File: src/rtl/bram_arb_pkg.sv
`default_nettype none
// ============================================================================
//  Module      : bram_arb_pkg
//  Description : Shared types, constants and helpers for the BRAM port
//                arbiter (state encoding, byte-enable width, index width).
//  Revision    : 1.0 - initial release
// ============================================================================
package bram_arb_pkg;

    // Arbiter states, explicit 1-bit encoding
    typedef enum logic [0:0] {
        ARB_IDLE = 1'b0,
        ARB_BUSY = 1'b1
    } arb_state_t;

    localparam int BYTE_EN_W  = 4;
    localparam int DEF_DATA_W = 32;

    // Index width for n items; never narrower than one bit
    function automatic int idx_w(input int n);
        return (n > 1) ? $clog2(n) : 1;
    endfunction

endpackage
`default_nettype wire

File: src/rtl/bram_port_arb_if.sv
`default_nettype none
// ============================================================================
//  Module      : bram_arb_if
//  Description : Bundle of requester-side and BRAM-side signals of the
//                arbiter. slave = arbiter view, master = requesters + BRAM.
//  Revision    : 1.0 - initial release
// ============================================================================
interface bram_arb_if
    import bram_arb_pkg::*;
#(
    parameter int NUM_REQ = 2,
    parameter int ADDR_W  = 32,
    parameter int DATA_W  = DEF_DATA_W
);
    localparam int ID_W = idx_w(NUM_REQ);

    logic [NUM_REQ-1:0]           req;
    logic [NUM_REQ-1:0]           last;
    logic [NUM_REQ*ADDR_W-1:0]    addr;
    logic [NUM_REQ*DATA_W-1:0]    wrdata;
    logic [NUM_REQ*BYTE_EN_W-1:0] we;
    logic [NUM_REQ-1:0]           gnt;
    logic                         rdvalid;
    logic [ID_W-1:0]              rdid;
    logic [DATA_W-1:0]            rddata;
    logic                         busy;
    logic [ADDR_W-1:0]            BRAM_ADDR;
    logic [DATA_W-1:0]            BRAM_WRDATA;
    logic [BYTE_EN_W-1:0]         BRAM_WE;
    logic [DATA_W-1:0]            BRAM_RDDATA;

    modport slave (
        input  req, last, addr, wrdata, we, BRAM_RDDATA,
        output gnt, rdvalid, rdid, rddata, busy, BRAM_ADDR, BRAM_WRDATA, BRAM_WE
    );

    modport master (
        output req, last, addr, wrdata, we, BRAM_RDDATA,
        input  gnt, rdvalid, rdid, rddata, busy, BRAM_ADDR, BRAM_WRDATA, BRAM_WE
    );

endinterface
`default_nettype wire

File: src/rtl/bram_port_arb_rr_pick.sv
`default_nettype none
// ============================================================================
//  Module      : rr_pick
//  Description : Combinational round-robin picker. Returns the first active
//                request at or after ptr, wrapping modulo NUM_REQ.
//  Revision    : 1.0 - initial release
// ============================================================================
module rr_pick #(
    parameter int NUM_REQ = 2,
    parameter int ID_W    = 1
)(
    input  logic [NUM_REQ-1:0] req,
    input  logic [ID_W-1:0]    ptr,
    output logic [ID_W-1:0]    winner,
    output logic               any_req
);

    logic w_found;

    // (base + off) mod NUM_REQ, with base < NUM_REQ and off < NUM_REQ
    function automatic logic [ID_W-1:0] wrap_idx(input int base, input int off);
        int s;
        s = base + off;
        if (s >= NUM_REQ) s = s - NUM_REQ;
        return ID_W'(s);
    endfunction

    // Scan from ptr upward; the first hit wins
    always_comb begin
        winner  = '0;
        w_found = 1'b0;
        for (int k = 0; k < NUM_REQ; k++) begin
            if (!w_found && req[wrap_idx(int'(ptr), k)]) begin
                winner  = wrap_idx(int'(ptr), k);
                w_found = 1'b1;
            end
        end
    end

    assign any_req = |req;

endmodule
`default_nettype wire

File: src/rtl/bram_port_arb.sv
`default_nettype none
// ============================================================================
//  Module      : bram_port_arb
//  Description : Round-robin arbiter sharing one BRAM port among NUM_REQ
//                requesters. Grants bursts of single-cycle beats and tags
//                returned read data with the owner index.
//                Optional macro BRAM_ARB_TIMEOUT_EN caps a grant at
//                MAX_BURST beats.
//  Revision    : 1.0 - initial release
// ============================================================================
module bram_port_arb
    import bram_arb_pkg::*;
#(
    parameter int NUM_REQ   = 2,
    parameter int ADDR_W    = 32,
    parameter int DATA_W    = DEF_DATA_W,
    parameter int MAX_BURST = 64
)(
    input  logic       aclk,
    input  logic       areset,
    bram_arb_if.slave  bus
);

    localparam int ID_W = idx_w(NUM_REQ);

    if (NUM_REQ < 2 || NUM_REQ > 8 || MAX_BURST < 1) begin : g_cfg_check
        $error("bram_port_arb: unsupported NUM_REQ or MAX_BURST");
    end

    arb_state_t         r_state;
    arb_state_t         w_state_nxt;
    logic [NUM_REQ-1:0] r_gnt;
    logic [ID_W-1:0]    r_owner;
    logic [ID_W-1:0]    r_ptr;
    logic [ID_W-1:0]    w_winner;
    logic [ID_W-1:0]    w_owner_inc;
    logic               w_any_req;
    logic               w_beat;
    logic               w_is_read;
    logic               w_grant;
    logic               w_release;
    logic               w_timeout;
    logic               r_rdvalid;
    logic [ID_W-1:0]    r_rdid;

    rr_pick #(
        .NUM_REQ (NUM_REQ),
        .ID_W    (ID_W)
    ) u_rr_pick (
        .req     (bus.req),
        .ptr     (r_ptr),
        .winner  (w_winner),
        .any_req (w_any_req)
    );

    assign w_beat      = (r_state == ARB_BUSY) && r_gnt[r_owner] && bus.req[r_owner];
    assign w_is_read   = (bus.we[r_owner*BYTE_EN_W +: BYTE_EN_W] == '0);
    assign w_owner_inc = (r_owner == ID_W'(NUM_REQ - 1)) ? '0 : r_owner + 1'b1;

`ifdef BRAM_ARB_TIMEOUT_EN
    localparam int CNT_W = idx_w(MAX_BURST);
    logic [CNT_W-1:0] r_bcnt;

    assign w_timeout = w_beat && (r_bcnt == CNT_W'(MAX_BURST - 1));

    // Beat counter: cleared on grant, held on the releasing beat so it never wraps
    always_ff @(posedge aclk or posedge areset) begin
        if (areset)
            r_bcnt <= '0;
        else if (w_grant)
            r_bcnt <= '0;
        else if (w_beat && !w_release)
            r_bcnt <= r_bcnt + 1'b1;
    end
`else
    assign w_timeout = 1'b0;
`endif

    // State register
    always_ff @(posedge aclk or posedge areset) begin
        if (areset)
            r_state <= ARB_IDLE;
        else
            r_state <= w_state_nxt;
    end

    // Next state plus grant / release strobes
    always_comb begin
        w_state_nxt = r_state;
        w_grant     = 1'b0;
        w_release   = 1'b0;
        case (r_state)
            ARB_IDLE: begin
                if (w_any_req) begin
                    w_grant     = 1'b1;
                    w_state_nxt = ARB_BUSY;
                end
            end
            ARB_BUSY: begin
                if (!bus.req[r_owner] || (w_beat && bus.last[r_owner]) || w_timeout) begin
                    w_release   = 1'b1;
                    w_state_nxt = ARB_IDLE;
                end
            end
        endcase
    end

    // Grant, owner and round-robin pointer; releasing owner becomes lowest priority
    always_ff @(posedge aclk or posedge areset) begin
        if (areset) begin
            r_gnt   <= '0;
            r_owner <= '0;
            r_ptr   <= '0;
        end else if (w_grant) begin
            r_gnt   <= NUM_REQ'(1) << w_winner;
            r_owner <= w_winner;
        end else if (w_release) begin
            r_gnt   <= '0;
            r_ptr   <= w_owner_inc;
        end
    end

    // Read tag follows the BRAM's one-cycle read latency
    always_ff @(posedge aclk or posedge areset) begin
        if (areset) begin
            r_rdvalid <= 1'b0;
            r_rdid    <= '0;
        end else begin
            r_rdvalid <= w_beat && w_is_read;
            r_rdid    <= r_owner;
        end
    end

    // BRAM port mux: only a live beat reaches the BRAM, otherwise all zero
    always_comb begin
        bus.BRAM_ADDR   = '0;
        bus.BRAM_WRDATA = '0;
        bus.BRAM_WE     = '0;
        if (w_beat) begin
            bus.BRAM_ADDR   = bus.addr[r_owner*ADDR_W +: ADDR_W];
            bus.BRAM_WRDATA = bus.wrdata[r_owner*DATA_W +: DATA_W];
            bus.BRAM_WE     = bus.we[r_owner*BYTE_EN_W +: BYTE_EN_W];
        end
    end

    assign bus.gnt     = r_gnt;
    assign bus.rdvalid = r_rdvalid;
    assign bus.rdid    = r_rdid;
    assign bus.rddata  = bus.BRAM_RDDATA;
    assign bus.busy    = (r_state == ARB_BUSY);

endmodule
`default_nettype wire
File: src/flat_wrapper.sv
// flat-port wrapper written by rule: the top's interface ports become plain ports
module bram_port_arb_flat import bram_arb_pkg::*;
#(
    parameter int NUM_REQ   = 2,
    parameter int ADDR_W    = 32,
    parameter int DATA_W    = DEF_DATA_W,
    parameter int MAX_BURST = 64
)
  (aclk, areset, bus_req, bus_last, bus_addr, bus_wrdata, bus_we, bus_BRAM_RDDATA, bus_gnt, bus_rdvalid, bus_rdid, bus_rddata, bus_busy, bus_BRAM_ADDR, bus_BRAM_WRDATA, bus_BRAM_WE);
  bram_arb_if #(.NUM_REQ(NUM_REQ), .ADDR_W(ADDR_W), .DATA_W(DATA_W)) bus_i ();
  input  logic aclk;
  input  logic areset;
  input wire logic [$bits(bus_i.req)-1:0] bus_req;
  input wire logic [$bits(bus_i.last)-1:0] bus_last;
  input wire logic [$bits(bus_i.addr)-1:0] bus_addr;
  input wire logic [$bits(bus_i.wrdata)-1:0] bus_wrdata;
  input wire logic [$bits(bus_i.we)-1:0] bus_we;
  input wire logic [$bits(bus_i.BRAM_RDDATA)-1:0] bus_BRAM_RDDATA;
  output wire logic [$bits(bus_i.gnt)-1:0] bus_gnt;
  output wire logic [$bits(bus_i.rdvalid)-1:0] bus_rdvalid;
  output wire logic [$bits(bus_i.rdid)-1:0] bus_rdid;
  output wire logic [$bits(bus_i.rddata)-1:0] bus_rddata;
  output wire logic [$bits(bus_i.busy)-1:0] bus_busy;
  output wire logic [$bits(bus_i.BRAM_ADDR)-1:0] bus_BRAM_ADDR;
  output wire logic [$bits(bus_i.BRAM_WRDATA)-1:0] bus_BRAM_WRDATA;
  output wire logic [$bits(bus_i.BRAM_WE)-1:0] bus_BRAM_WE;
  assign bus_i.req = bus_req;
  assign bus_i.last = bus_last;
  assign bus_i.addr = bus_addr;
  assign bus_i.wrdata = bus_wrdata;
  assign bus_i.we = bus_we;
  assign bus_i.BRAM_RDDATA = bus_BRAM_RDDATA;
  assign bus_gnt = bus_i.gnt;
  assign bus_rdvalid = bus_i.rdvalid;
  assign bus_rdid = bus_i.rdid;
  assign bus_rddata = bus_i.rddata;
  assign bus_busy = bus_i.busy;
  assign bus_BRAM_ADDR = bus_i.BRAM_ADDR;
  assign bus_BRAM_WRDATA = bus_i.BRAM_WRDATA;
  assign bus_BRAM_WE = bus_i.BRAM_WE;
  bram_port_arb #(.NUM_REQ(NUM_REQ), .ADDR_W(ADDR_W), .DATA_W(DATA_W), .MAX_BURST(MAX_BURST)) u_core (.aclk(aclk), .areset(areset), .bus(bus_i));
endmodule
File: config.mk
export PLATFORM = sky130hd
export DESIGN_NAME = bram_port_arb_flat
export DESIGN_NICKNAME = d
export VERILOG_FILES = /design/src/rtl/bram_arb_pkg.sv /design/src/rtl/bram_port_arb_if.sv /design/src/rtl/bram_port_arb_rr_pick.sv /design/src/rtl/bram_port_arb.sv /design/src/flat_wrapper.sv
export SDC_FILE = /design/constraint.sdc
export NUM_CORES = 1
export LEC_CHECK = 0
export CAP_MARGIN = 40
export CORE_AREA = 2 2 108 110
export CTS_BUF_LIST = sky130_fd_sc_hd__clkbuf_16
export DETAILED_ROUTE_END_ITERATION = 12
export DIE_AREA = 0 0 110 112
export PLACE_DENSITY_LB_ADDON = 0.08
export RECOVER_POWER = 50
export SYNTH_ARGS = -nofsm -noshare
export SYNTH_HDL_FRONTEND = slang
export SYNTH_HIERARCHICAL = 1
export SYNTH_SLANG_ARGS = --single-unit
File: constraint.sdc
create_clock -name aclk -period 1.8 [get_ports aclk]
set_clock_uncertainty 0.15 [all_clocks]
set_input_delay 0.36 -clock aclk [delete_from_list [all_inputs] [get_ports aclk]]
set_output_delay 0.36 -clock aclk [all_outputs]
set_load 0.02 [all_outputs]
Yosys cells after proc, flatten, opt, wreduce, memory -nomap -nowiden
Index checks and enable logic that the tools add are counted.
{ "op_classes": {"n_bitwise": 2, "n_reduce_logical": 12, "shift": 4, "mux": 27, "n_addsub": 4, "magnitude_cmp": 5} }
{ "op_table": {"columns": ["op", "count"], "rows": [
  ["variable part select 64 x 7 -> 32 bit", 2],
  ["two-way mux 32 bit", 2],
  ["two-way mux 1 bit", 21],
  ["variable part select 8 x 4 -> 4 bit", 1],
  ["less-than comparator 1 x 2 -> 1 bit, second input constant", 3],
  ["logical AND 1 bit", 5],
  ["logical NOT 4 bit", 1],
  ["two-way mux 2 bit", 2],
  ["two-way mux 4 bit", 1],
  ["adder 1 x 1 -> 2 bit, second input constant", 1],
  [">= comparator 1 x 2 -> 1 bit, second input constant", 1],
  [">= comparator 2 bit, second input constant", 1],
  ["logical NOT 1 bit", 2],
  ["NOT 1 bit", 2],
  ["case mux 1 bit (2 select lines)", 1],
  ["AND reduction 2 bit", 1],
  ["nonzero test 2 bit", 1],
  ["OR reduction 2 bit", 1],
  ["left shift 1 x 1 -> 2 bit, first input constant", 1],
  ["subtractor 1 bit, second input constant", 2],
  ["adder 1 bit, second input constant", 1],
  ["logical OR 1 bit", 1]
]} }
{ "totals": {"elab_cells": 60, "register_bits": 7, "out_inout_bits": 105, "input_bits": 174} }

Depth between registers and ports, before layout
{ "logic_depth": {"word_depth": 10, "depth_mapped": 5, "ltp_nobuf": 4} }

By module
Netlist, hierarchy kept.
{ "modules_own_cells": {"columns": ["mod", "seq_area_each_um2", "cells_per_inst", "n_inst", "area_each_um2"], "rows": [
  ["bram_port_arb", 175.2, 216, 1, 1616.6],
  ["rr_pick", 0.0, 3, 1, 17.5]
]} }

Worst setup path before layout
Ideal clock, no wire load.
{ "synth_timing": {"path_kind": "register -> output", "start": "register u_core.r_gnt[1], in the netlist u_core/bus.gnt[1]", "end": "output bus_BRAM_WE[0]", "slack_ns": -0.129, "path_stages_with_launch": 6, "arrival_time_ns": 1.419, "required_ns": 1.290, "n_path_buf": 2, "cell_sequence": "dfrtp_1 > and3_1 > o21ai_2 > buf_2 > buf_4 > nor2_1"} }
{ "synth_via": {"elab_chain_len": 5} }
{ "synth_rtl": {"columns": ["item", "line", "source"], "rows": [
  ["from (decl)", "bram_port_arb.sv:32", "logic [NUM_REQ-1:0] r_gnt;"],
  ["from (signal assigned)", "bram_port_arb.sv:115", "r_gnt <= NUM_REQ'(1) << w_winner;"],
  ["two-way mux 1 bit (not written as such) (2 in series)", "bram_port_arb.sv:56", "assign w_beat = (r_state == ARB_BUSY) && r_gnt[r_owner] && bus.req[r_owner];"],
  ["logical AND 1 bit (2 in series)", "bram_port_arb.sv:56", null],
  ["two-way mux 4 bit", "bram_port_arb.sv:139", "if (w_beat) begin"],
  ["to (decl)", "flat_wrapper.sv:26", "output wire logic [$bits(bus_i.BRAM_WE)-1:0] bus_BRAM_WE;"]
]} }
No other way between the ends. The select of a mux whose other input is x is not followed.

Worst setup path in the final report
{ "layout_timing": {"start": "register u_core.r_owner", "end": "output bus_BRAM_WRDATA[4]"} }
{ "layout_via": {"elab_chain_len": 5, "word_cells_on_any_way": 8, "classes_between": "shift (1); mux (5); reduce/logical (2)"} }
{ "layout_rtl": {"columns": ["item", "line", "source"], "rows": [
  ["from (decl)", "bram_port_arb.sv:33", "logic [ID_W-1:0] r_owner;"],
  ["from (signal assigned)", "bram_port_arb.sv:116", "r_owner <= w_winner;"],
  ["parallel branches: the longest is 4 deep, another holds variable part select 64 x 7 -> 32 bit", null, null],
  ["two-way mux 32 bit (*)", "bram_port_arb.sv:139", null],
  ["to (decl)", "flat_wrapper.sv:25", "output wire logic [$bits(bus_i.BRAM_WRDATA)-1:0] bus_BRAM_WRDATA;"]
]} }
Every way passes the cells marked *. The select of a mux whose other input is x is not followed.

==> results.json <==
{
  "status": "finished with violations",
  "violations": "negative setup slack",
  "maxSlewViolCount": 0,
  "grt_setup_unrepaired": "true",
  "cts_made_buffers": 3,
  "syn_inst": 219,
  "setup_slack_ns": -0.421,
  "critPathMaxStageDelay_ns": 0.48,
  "crit_chain": "and3_4 > o21ai_4 > buf_12 > buf_12 > buf_6 > nor2_4 > buf_6",
  "worst_slew_pin_slew_ns": 0.336,
  "arrival_ns": 1.71,
  "die_area_mm2": 0.0123,
  "area_delta_synth_final_pct": 166,
  "crit_type": "reg -> out",
  "vias": 2276,
  "holdWs_ns": 0.349,
  "yosys_warnings": 6,
  "critical_path.top_delay_family": "buffers and inverters",
  "setup_tns_ns": -20.37,
  "io_pins": 279,
  "crit_buf_inv": 4,
  "setup_viol": 69,
  "cellLeakagePower_uw": 0.00189,
  "first_global_vias": 2375,
  "crit_cells": 7,
  "syn_area_per_cell_um2": 7.46,
  "yosys.area.top_type": "mux2i_1",
  "cts_num_sinks": 7,
  "drc": 0,
  "yosysTopAreaCellShare": 0.429,
  "cts_max_level": 1,
  "synth-seq-cells": 7,
  "r2r_cells": 6,
  "nNetsFinal": 596,
  "fin_crit_sh": 1.23,
  "clock.fmax_mhz": 450,
  "slew_headroom": 0.775,
  "clk_pin_slew_ns": 0.04,
  "drtAntennaViolNets": 0,
  "stdcell_area_mm2": 0.00434,
  "r2r_slack_ns": -0.06,
  "clk_latency_ns": 0.23,
  "ys_seq_area_frac": 0.107,
  "slowest_stage": "dfrtp_4",
  "r2r_start": "u_core/r_owner",
  "cts_tree": "built",
  "end_kind": "output pin",
  "grt_antenna_before_repair": 0,
  "fin_crit_ns": 2.22,
  "hp-class": "in -> async",
  "cap_violations": 0,
  "required_ns": 1.29,
  "grt_max_degree": 27,
  "io_buffers": 214,
  "drive_above_1_share": 0.368,
  "ys.flop_type": "dfrtp_1",
  "hold_viol_final": 0,
  "synthesis.area_mm2": 0.00163,
  "rows": 39,
  "vias_per_cell": 4.04,
  "dp.cells": 551,
  "synth_edf_count": 0,
  "async_flop_share": 1.00,
  "cts_hold_buffers": 0,
  "ys_types": 27,
  "yosys-top-cells-count": "mux2i_1 (70), nor2_1 (70), buf_4 (33)",
  "grt_overflow": 0,
  "post_drt_wl_per_cell_um": 15.0,
  "finalPower_uw": 4240,
  "cp_max_fo": 7,
  "stdcell_count": 564,
  "syn-num-nets": 393,
  "ir_worst_vdd_uv": 361,
  "grt_pass1_wl_um": 12100,
  "coreArea_mm2": 0.0112,
  "drt-pass1-iter-count": 4,
  "cp-start-kind": "flip-flop",
  "dpl.hpwl_um": 6700,
  "place_congestion": 0.774,
  "routed_wl_um": 8440,
  "antenna_cells": 0,
  "r2r_end": "u_core/bus.rdvalid",
  "cts_buffer_depth": 2,
  "cts_root_buf": "clkbuf_16",
  "initial_core_util": 0.146,
  "synth.area.top_cells": "mux2i_1 (43%), nor2_1 (16%), buf_4 (15%)",
  "die_h_um": 112,
  "grt_util_all_layers": 0.125,
  "dieWidth_um": 110,
  "initialDrtViolationCount": 47,
  "power_density_mw_per_mm2": 977,
  "placed_cell_area_mm2": 0.00393
}
## metal layers
layer / up-vias / wire length [µm] / track usage
li1: 1119 / - / -
met5: - / 0 / 0
met3: 10 / 845 / 0.0322
met4: 0 / 128 / 0.0278
met1: 1024 / 2890 / 0.129
met2: 123 / 4580 / 0.244
## placed cells by master, fill, tap and decap left out, drive strengths merged, types with 2 or more instances in the layout
cell type / Yosys / layout
buf: 43 / 91
mux2i: 70 / 70
dlygate4sd2: 0 / 5
inv: 3 / 4
clkdlybuf4s50: 0 / 140
clkbuf: 5 / 11
nor2: 70 / 70
nand2: 2 / 2
dfrtp: 7 / 7
o21ai: 2 / 2
nand2b: 2 / 2
## area by class of cell
| type | count | area (µm²) |
|---|---|---|
| Fill cell | 1155 | 6830 |
| Timing Repair Buffer | 246 | 2500 |
| Inverter | 3 | 11.3 |
| Clock buffer | 3 | 75.1 |
| Multi-Input combinational cell | 161 | 1390 |
| Tap cell | 143 | 179 |
| Sequential cell | 7 | 181 |
| Clock inverter | 1 | 3.75 |
## worst max path at each step
stage                      start                  end  slack [ns]
6_report          u_core/r_owner   bus_BRAM_WRDATA[4]       -0.42
5_1_grt           u_core/r_owner   bus_BRAM_WRDATA[4]       -0.47
4_1_cts           u_core/r_owner    bus_BRAM_ADDR[20]       -0.48
3_5_place_dp          bus_req[0]  bus_BRAM_WRDATA[10]       -0.92
3_3_place_gp          bus_req[0]    bus_BRAM_ADDR[28]       -0.92
2_1_floorplan  u_core/bus.gnt[1]    bus_BRAM_ADDR[10]       -0.02
## what timing repair did
| action | in CTS | in global routing |
|---|---|---|
| resized for setup | 311 | 115 |
| pin swaps | 12 | 8 |
| setup buffers | 5 | 0 |
| cloned | 3 | 1 |
| endpoints found under the setup margin | 72 | 69 |
## cell families (layout without fill, tap and decap cells)
| family | count (synthesis) | after routing | share of synthesized area |
|---|---|---|---|
| AND/OR/NAND/NOR | 83 | 83 | 0.218 |
| AO/OA/AOI/OAI | 7 | 7 | 0.0345 |
| flip-flops | 7 | 7 | 0.107 |
| multiplexers | 71 | 71 | 0.436 |
| buffers and inverters | 51 | 253 | 0.204 |
## sequential cells by signal, indices dropped and copies added (netlist names)
name and count:
u_core/bus.gnt 2, u_core/bus.busy 1, u_core/bus.rdid 1, u_core/bus.rdvalid 1, u_core/r_owner 1, u_core/r_ptr 1
## power by group
part	internal [µW]	switching (µW)	leakage, µW	total (µW)
clock network	289	85.4	0.0000423	374
registers	235	45.4	0.0000824	280
logic	1920	1660	0.00177	3590
total	2450	1790	0.00189	4240
## worst reg2reg max path, delay by kind of cell, from the launching register on
| kind | cells | cell delay [ns] |
|---|---|---|
| flip-flops | 1 | 0.42 |
| AND/OR/NAND/NOR | 2 | 0.51 |
| AO/OA/AOI/OAI | 1 | 0.19 |
| buffers and inverters | 3 | 0.52 |
## metrics by stage
step / setup slack [ns] / utilization
3_3_place_gp: -0.922 / 0.352
4_1_cts: -0.476 / 0.376
5_1_grt: -0.473 / 0.389
6_report: -0.421 / 0.389
3_5_place_dp: -0.921 / 0.352
2_1_floorplan: -0.0168 / -
Note: power is estimated with default switching activity, not from simulation.
